## config.mk

```make
export PLATFORM = sky130hd
export DESIGN_NAME = memory_turn_ctrl_flat
export DESIGN_NICKNAME = d
export VERILOG_FILES = /design/src/rtl/memory_turn_ctrl_if.sv /design/src/rtl/memory_turn_ctrl.sv /design/src/flat_wrapper.sv
export SDC_FILE = /design/constraint.sdc
export NUM_CORES = 1
export LEC_CHECK = 0
export CAP_MARGIN = 25
export CORE_AREA = 10 10 124 126
export CTS_CLUSTER_SIZE = 40
export DETAILED_ROUTE_END_ITERATION = 7
export DIE_AREA = 0 0 134 136
export SKIP_CTS_REPAIR_TIMING = 1
export SYNTH_ARGS = -nofsm -noshare
export SYNTH_HDL_FRONTEND = slang
export SYNTH_SLANG_ARGS = --single-unit
```

## constraint.sdc

```tcl
create_clock -name clk -period 3.5 [get_ports clk]
set_clock_uncertainty 0.2 [all_clocks]
set_input_delay 0.7 -clock clk [delete_from_list [all_inputs] [get_ports clk]]
set_output_delay 0.7 -clock clk [all_outputs]
set_load 0.02 [all_outputs]
```

## src/rtl/memory_turn_ctrl_if.sv

```systemverilog
// Purpose: bundles the turn controller's button/tick inputs, tile labels and board status outputs.
// Latency: none; this is wiring only.
// Backpressure: none; the buttons and tick are single-cycle strobes with no ready path.
//
// Ports (master = stimulus/button side, slave = turn controller):
//   tick, btn_next, btn_select, labels   master -> slave
//   cursor, revealed, matched, player,
//   score0, score1, time_left, time_up,
//   match_pulse, game_over               slave -> master
interface memory_turn_ctrl_if #(
    parameter int N_TILES    = 16,
    parameter int LABEL_W    = 4,
    parameter int TURN_TICKS = 15
);
    localparam int CUR_W = $clog2(N_TILES);
    localparam int SC_W  = $clog2(N_TILES / 2 + 1);
    localparam int TL_W  = $clog2(TURN_TICKS + 1);

    logic                         tick;
    logic                         btn_next;
    logic                         btn_select;
    logic [N_TILES*LABEL_W-1:0]   labels;
    logic [CUR_W-1:0]             cursor;
    logic [N_TILES-1:0]           revealed;
    logic [N_TILES-1:0]           matched;
    logic                         player;
    logic [SC_W-1:0]              score0;
    logic [SC_W-1:0]              score1;
    logic [TL_W-1:0]              time_left;
    logic                         time_up;
    logic                         match_pulse;
    logic                         game_over;

    modport master (
        output tick, btn_next, btn_select, labels,
        input  cursor, revealed, matched, player, score0, score1,
               time_left, time_up, match_pulse, game_over
    );

    modport slave (
        input  tick, btn_next, btn_select, labels,
        output cursor, revealed, matched, player, score0, score1,
               time_left, time_up, match_pulse, game_over
    );
endinterface

```

## src/rtl/memory_turn_ctrl.sv

```systemverilog
// Purpose: turn sequencer for a two-player pairs game (cursor, picks, compare, timer, scoring).
// Latency: picks reflect in revealed one cycle after select; a match lands one cycle later.
// Backpressure: none; inputs arriving while a state ignores them are dropped.
//
// Ports: clk, rst (async active-high); bus (slave modport) carries tick/btn_next/btn_select/labels
// in, and cursor/revealed/matched/player/scores/time_left/time_up/match_pulse/game_over out.
module memory_turn_ctrl #(
    parameter int N_TILES    = 16,
    parameter int LABEL_W    = 4,
    parameter int TURN_TICKS = 15,
    parameter int SHOW_TICKS = 2
) (
    input  logic              clk,
    input  logic              rst,
    memory_turn_ctrl_if.slave bus
);
    localparam int CUR_W = $clog2(N_TILES);
    localparam int SC_W  = $clog2(N_TILES / 2 + 1);
    localparam int TL_W  = $clog2(TURN_TICKS + 1);
    localparam int SH_W  = $clog2(SHOW_TICKS + 1);

    localparam logic [CUR_W-1:0] CUR_LAST  = CUR_W'(N_TILES - 1);
    localparam logic [TL_W-1:0]  TL_RELOAD = TL_W'(TURN_TICKS);
    localparam logic [SH_W-1:0]  SH_RELOAD = SH_W'(SHOW_TICKS);

    // ST_MATCH is the one-cycle gap between the second pick and committing the pair.
    typedef enum logic [2:0] {
        ST_PICK1,
        ST_PICK2,
        ST_MATCH,
        ST_SHOW,
        ST_OVER
    } state_t;

    state_t               state_q,       state_d;
    logic [CUR_W-1:0]     cursor_q,      cursor_d;
    logic [CUR_W-1:0]     idx1_q,        idx1_d;
    logic [CUR_W-1:0]     idx2_q,        idx2_d;
    logic [N_TILES-1:0]   revealed_q,    revealed_d;
    logic [N_TILES-1:0]   matched_q,     matched_d;
    logic                 player_q,      player_d;
    logic [SC_W-1:0]      score0_q,      score0_d;
    logic [SC_W-1:0]      score1_q,      score1_d;
    logic [TL_W-1:0]      time_left_q,   time_left_d;
    logic [SH_W-1:0]      show_cnt_q,    show_cnt_d;
    logic                 time_up_q,     time_up_d;
    logic                 match_pulse_q, match_pulse_d;
    logic                 game_over_q,   game_over_d;

    logic [LABEL_W-1:0]   label_first;
    logic [LABEL_W-1:0]   label_cursor;
    logic                 sel_legal;
    logic [N_TILES-1:0]   pair_mask;

    assign label_first  = bus.labels[idx1_q * LABEL_W +: LABEL_W];
    assign label_cursor = bus.labels[cursor_q * LABEL_W +: LABEL_W];

    // A pick must land on a face-down, unmatched tile; the second pick also may not reuse the first.
    always_comb begin
        sel_legal = 1'b0;
        if (bus.btn_select && !matched_q[cursor_q] && !revealed_q[cursor_q]) begin
            if (state_q == ST_PICK1) begin
                sel_legal = 1'b1;
            end else if (state_q == ST_PICK2 && cursor_q != idx1_q) begin
                sel_legal = 1'b1;
            end
        end
    end

    always_comb begin
        pair_mask         = '0;
        pair_mask[idx1_q] = 1'b1;
        pair_mask[idx2_q] = 1'b1;
    end

    always_comb begin
        state_d       = state_q;
        cursor_d      = cursor_q;
        idx1_d        = idx1_q;
        idx2_d        = idx2_q;
        revealed_d    = revealed_q;
        matched_d     = matched_q;
        player_d      = player_q;
        score0_d      = score0_q;
        score1_d      = score1_q;
        time_left_d   = time_left_q;
        show_cnt_d    = show_cnt_q;
        time_up_d     = 1'b0;
        match_pulse_d = 1'b0;
        game_over_d   = game_over_q;

        unique case (state_q)
            ST_PICK1, ST_PICK2: begin
                if (bus.btn_next) begin
                    cursor_d = (cursor_q == CUR_LAST) ? '0 : cursor_q + CUR_W'(1);
                end
                if (sel_legal) begin
                    // A legal pick wins over an expiring tick; the timer may reach 0 without
                    // forfeiting, and the following tick then forfeits from 0.
                    revealed_d[cursor_q] = 1'b1;
                    if (bus.tick && time_left_q != '0) begin
                        time_left_d = time_left_q - TL_W'(1);
                    end
                    if (state_q == ST_PICK1) begin
                        idx1_d  = cursor_q;
                        state_d = ST_PICK2;
                    end else if (label_first == label_cursor) begin
                        idx2_d  = cursor_q;
                        state_d = ST_MATCH;
                    end else begin
                        show_cnt_d = SH_RELOAD;
                        state_d    = ST_SHOW;
                    end
                end else if (bus.tick) begin
                    if (time_left_q <= TL_W'(1)) begin
                        time_up_d   = 1'b1;
                        revealed_d  = '0;
                        player_d    = ~player_q;
                        time_left_d = TL_RELOAD;
                        state_d     = ST_PICK1;
                    end else begin
                        time_left_d = time_left_q - TL_W'(1);
                    end
                end
            end

            ST_MATCH: begin
                matched_d     = matched_q | pair_mask;
                revealed_d    = revealed_q & ~pair_mask;
                match_pulse_d = 1'b1;
                time_left_d   = TL_RELOAD;
                if (player_q) begin
                    score1_d = score1_q + SC_W'(1);
                end else begin
                    score0_d = score0_q + SC_W'(1);
                end
                if (&matched_d) begin
                    game_over_d = 1'b1;
                    state_d     = ST_OVER;
                end else begin
                    state_d = ST_PICK1;
                end
            end

            ST_SHOW: begin
                // Turn timer is frozen here; only the show counter consumes ticks.
                if (bus.tick) begin
                    if (show_cnt_q <= SH_W'(1)) begin
                        show_cnt_d  = '0;
                        revealed_d  = '0;
                        player_d    = ~player_q;
                        time_left_d = TL_RELOAD;
                        state_d     = ST_PICK1;
                    end else begin
                        show_cnt_d = show_cnt_q - SH_W'(1);
                    end
                end
            end

            ST_OVER: begin
                // Everything holds until reset.
            end

            default: begin
                state_d = ST_PICK1;
            end
        endcase
    end

    always_ff @(posedge clk or posedge rst) begin
        if (rst) begin
            state_q       <= ST_PICK1;
            cursor_q      <= '0;
            idx1_q        <= '0;
            idx2_q        <= '0;
            revealed_q    <= '0;
            matched_q     <= '0;
            player_q      <= 1'b0;
            score0_q      <= '0;
            score1_q      <= '0;
            time_left_q   <= TL_RELOAD;
            show_cnt_q    <= '0;
            time_up_q     <= 1'b0;
            match_pulse_q <= 1'b0;
            game_over_q   <= 1'b0;
        end else begin
            state_q       <= state_d;
            cursor_q      <= cursor_d;
            idx1_q        <= idx1_d;
            idx2_q        <= idx2_d;
            revealed_q    <= revealed_d;
            matched_q     <= matched_d;
            player_q      <= player_d;
            score0_q      <= score0_d;
            score1_q      <= score1_d;
            time_left_q   <= time_left_d;
            show_cnt_q    <= show_cnt_d;
            time_up_q     <= time_up_d;
            match_pulse_q <= match_pulse_d;
            game_over_q   <= game_over_d;
        end
    end

    assign bus.cursor      = cursor_q;
    assign bus.revealed    = revealed_q;
    assign bus.matched     = matched_q;
    assign bus.player      = player_q;
    assign bus.score0      = score0_q;
    assign bus.score1      = score1_q;
    assign bus.time_left   = time_left_q;
    assign bus.time_up     = time_up_q;
    assign bus.match_pulse = match_pulse_q;
    assign bus.game_over   = game_over_q;
endmodule

```

## src/flat_wrapper.sv

```systemverilog
// flat-port wrapper written by rule: the top's interface ports become plain ports
module memory_turn_ctrl_flat 
#(
    parameter int N_TILES    = 16,
    parameter int LABEL_W    = 4,
    parameter int TURN_TICKS = 15,
    parameter int SHOW_TICKS = 2
)
  (clk, rst, bus_tick, bus_btn_next, bus_btn_select, bus_labels, bus_cursor, bus_revealed, bus_matched, bus_player, bus_score0, bus_score1, bus_time_left, bus_time_up, bus_match_pulse, bus_game_over);
  memory_turn_ctrl_if #(.N_TILES(N_TILES), .LABEL_W(LABEL_W), .TURN_TICKS(TURN_TICKS)) bus_i ();
  input  logic clk;
  input  logic rst;
  input wire logic [$bits(bus_i.tick)-1:0] bus_tick;
  input wire logic [$bits(bus_i.btn_next)-1:0] bus_btn_next;
  input wire logic [$bits(bus_i.btn_select)-1:0] bus_btn_select;
  input wire logic [$bits(bus_i.labels)-1:0] bus_labels;
  output wire logic [$bits(bus_i.cursor)-1:0] bus_cursor;
  output wire logic [$bits(bus_i.revealed)-1:0] bus_revealed;
  output wire logic [$bits(bus_i.matched)-1:0] bus_matched;
  output wire logic [$bits(bus_i.player)-1:0] bus_player;
  output wire logic [$bits(bus_i.score0)-1:0] bus_score0;
  output wire logic [$bits(bus_i.score1)-1:0] bus_score1;
  output wire logic [$bits(bus_i.time_left)-1:0] bus_time_left;
  output wire logic [$bits(bus_i.time_up)-1:0] bus_time_up;
  output wire logic [$bits(bus_i.match_pulse)-1:0] bus_match_pulse;
  output wire logic [$bits(bus_i.game_over)-1:0] bus_game_over;
  assign bus_i.tick = bus_tick;
  assign bus_i.btn_next = bus_btn_next;
  assign bus_i.btn_select = bus_btn_select;
  assign bus_i.labels = bus_labels;
  assign bus_cursor = bus_i.cursor;
  assign bus_revealed = bus_i.revealed;
  assign bus_matched = bus_i.matched;
  assign bus_player = bus_i.player;
  assign bus_score0 = bus_i.score0;
  assign bus_score1 = bus_i.score1;
  assign bus_time_left = bus_i.time_left;
  assign bus_time_up = bus_i.time_up;
  assign bus_match_pulse = bus_i.match_pulse;
  assign bus_game_over = bus_i.game_over;
  memory_turn_ctrl #(.N_TILES(N_TILES), .LABEL_W(LABEL_W), .TURN_TICKS(TURN_TICKS), .SHOW_TICKS(SHOW_TICKS)) u_core (.clk(clk), .rst(rst), .bus(bus_i));
endmodule
```

==> impl_metrics.tcl <==
set metrics [dict create \
    core_area_sq_um 13000 \
    seq_area_sq_um 1630 \
    hold_viol 0 \
    io_buffers 120 \
    status "finished clean" \
    drive_above_1_share 0.169 \
    yosys.area.top_type "dfrtp_1" \
    r2r_start "u_core.bus.cursor[2]" \
    timing_worst_slew_pin_value_ns 0.942 \
    num_antenna_cells 0 \
    initialDrtViolationCount 354 \
    hold_depth 1 \
    power_density_nw_per_um2 956 \
    routedWlPerCell_um 20.3 \
    ys_seq_area_frac 0.372 \
    ff2ff_path_depth 7 \
    num_io_pins 121 \
    power.internal_mw 3.35 \
    dr_total_vias 3857 \
    setup_tns_ns 0 \
    crit_fanout 12 \
    yosys.cell_count.top_type "dfrtp_1" \
    dpl.hpwl_um 11500 \
    clk_latency_ns 0.33 \
    syn_area_sq_um 4390 \
    fp.dieW_um 134 \
    gr-usage-met1 0.187 \
    synth_async_sr_flop_share 1.00 \
    synth_top_area_share 0.348 \
    htreeDepth 3 \
    avgSynthCellArea_sq_um 10.8 \
    grt-ovfl-total 0 \
    rsz0062_at_grt "false" \
    synthCells 406 \
    met3_usage 0.0380 \
    fin_nets 604 \
    switchingPower_mw 2.51 \
    syn_to_final_growth_pct 39.6 \
    clock-sinks 65 \
    period_share 0.942 \
    cts_tree "built" \
    use_met2 0.276 \
    ys_ff_latch 65 \
    switching_share 0.429 \
    setup_violations 0 \
    combPwrFrac 0.582 \
    hp-class "flip-flop to flip-flop" \
    max_freq_mhz 303 \
    num_rows 42 \
    grt_pass1_vias 4014 \
    synthTopCellsByCount "61 x dfrtp_1, 33 x mux4_2, 28 x nand2_1" \
    viasPerCell 5.46 \
    timing.final.crit_period_ns 3.30 \
    synth_ff_type "dfrtp_1" \
    synth.distinct_cells 58 \
    grt_busiest_layer "met2" \
    cts-root-buf "clkbuf_16" \
    syn_nets 484 \
    r2r-end "u_core.bus.revealed[15]" \
    startpoint "u_core.bus.cursor[2]" \
    gp_congestion 0.903 \
    maxCapViolCount 0 \
    required_ns 3.52 \
    synth_edf_count 0 \
    die-area_sq_um 18200 \
    grt_pass1_wl_um 22300 \
    p_leak_nw 2.54 \
    ant_nets 0 \
    power_mw 5.86 \
    crit_type "flip-flop to flip-flop" \
    arrival_ns 3.31 \
    cts_inserted_buffers 9 \
    drc_errors 0 \
    p_seq_frac 0.257 \
    relSlewSlack 0.372 \
    end_kind "flip-flop" \
    holdCritStartpoint "u_core.bus.score1[3]" \
    synth_warnings 0 \
    yosys-top-cells-area "dfrtp_1 35%, mux4_2 17%, a21o_1 2.9%, a22oi_1 2.9%, ha_1 2.6%" \
    first_pass_iters 5 \
    die_h_um 136 \
    clkPwrFrac 0.160 \
    grt_max_degree 29 \
    nFillCells 1225 \
    totalWireLength_um 14300 \
    slew_viol_final 0 \
    worst-r2r-setup-slack_ns 0.20 \
    clk_pin_slew_ns 0.05 \
    crit_end "u_core.bus.revealed[15]" \
    track_usage 0.155 \
    multi_input_area_sq_um 2590 \
    start_kind "flip-flop" \
    antenna_found_initial 0 \
    peakVddDrop_mv 0.364 \
    max-clock-path-buffers 2 \
    initial_core_util 0.338 \
]
==> sequential cells by signal, indices dropped and copies added, names as in the netlist <==
name                    flops
u_core.state_q              3
u_core.bus.score0           4
u_core.bus.player           1
u_core.bus.time_left        4
u_core.bus.match_pulse      1
u_core.bus.game_over        1
u_core.idx1_q               4
u_core.bus.time_up          1
u_core.show_cnt_q           2
u_core.bus.matched         16
u_core.idx2_q               4
u_core.bus.revealed        16
u_core.bus.score1           4
u_core.bus.cursor           4
==> layer usage <==
| metal | vias to the layer above | routed length (um) |
|---|---|---|
| li1 | 1816 | - |
| met1 | 1932 | 5730 |
| met2 | 95 | 7620 |
| met3 | 14 | 809 |
| met4 | 0 | 177 |
| met5 | - | 0 |
==> layout make-up <==
class                      instances  area share
inverter                          14     0.00857
multi-input combinational        303       0.423
sequential                        65       0.266
tap                              176      0.0359
clock inverter                     6      0.0135
clock buffer                      10      0.0374
timing repair buffer             133       0.216
==> worst max-delay path, stage by stage, from the launching register on <==
cell	delay, ns
dfrtp_1	0.52
nor2_1	0.72
o311ai_0	0.36
o22ai_2	0.35
nor4_4	0.08
a21oi_2	0.49
o21ai_0	0.22
a32o_1	0.24
==> power by group through the flow <==
stage / sequential (mW) / clock (mW) / combinational, mW
2_1_floorplan: 1.62 / 0 / 2.06
3_3_place_gp: 1.51 / 0 / 3.39
3_5_place_dp: 1.52 / 0 / 3.41
4_1_cts: 1.51 / 0.951 / 3.43
5_1_grt: 1.57 / 0.983 / 3.68
6_report: 1.51 / 0.940 / 3.41
==> kinds of logic after synthesis <==
group,Yosys count,share of synthesized area
simple gates,111,0.132
buf+inv,38,0.0387
fa+ha+maj,9,0.0256
xor+xnor,15,0.0299
flops,65,0.372
compound gates,123,0.199
mux,45,0.203
==> metrics by stage <==
| step | worst slack [ns] | cells | hold slack, ns | cell area [sq um] | utilization |
|---|---|---|---|---|---|
| 2_1_floorplan | 0.690 | 406 | 0.265 | 4390 | - |
| 3_3_place_gp | 0.237 | 691 | 0.258 | 5820 | 0.448 |
| 3_5_place_dp | 0.190 | 691 | 0.266 | 5820 | 0.448 |
| 4_1_cts | 0.267 | 707 | 0.273 | 6130 | 0.472 |
| 5_1_grt | 0.0507 | 707 | 0.313 | 6130 | 0.472 |
| 6_report | 0.203 | 707 | 0.270 | 6130 | 0.472 |
==> cells in the final DEF, fill, tap and decap left out, types with 11 or more instances in the layout <==
master	n
a21o_1	17
a21oi_1	13
a22oi_1	17
buf_4	11
clkdlybuf4s50_1	120
dfrtp_1	61
inv_1	13
mux4_2	33
nand2_1	28
nor2_1	21
o21ai_0	14
o22ai_1	17
xnor2_1	12
==> worst min path at each step <==
stage                           end
2_1_floorplan  u_core.show_cnt_q[1]
3_3_place_gp   u_core.bus.score1[3]
3_5_place_dp   u_core.bus.score1[3]
4_1_cts        u_core.bus.score1[3]
5_1_grt        u_core.bus.score1[3]
6_report       u_core.bus.score1[3]
Note: power is estimated with default switching activity, not from simulation.
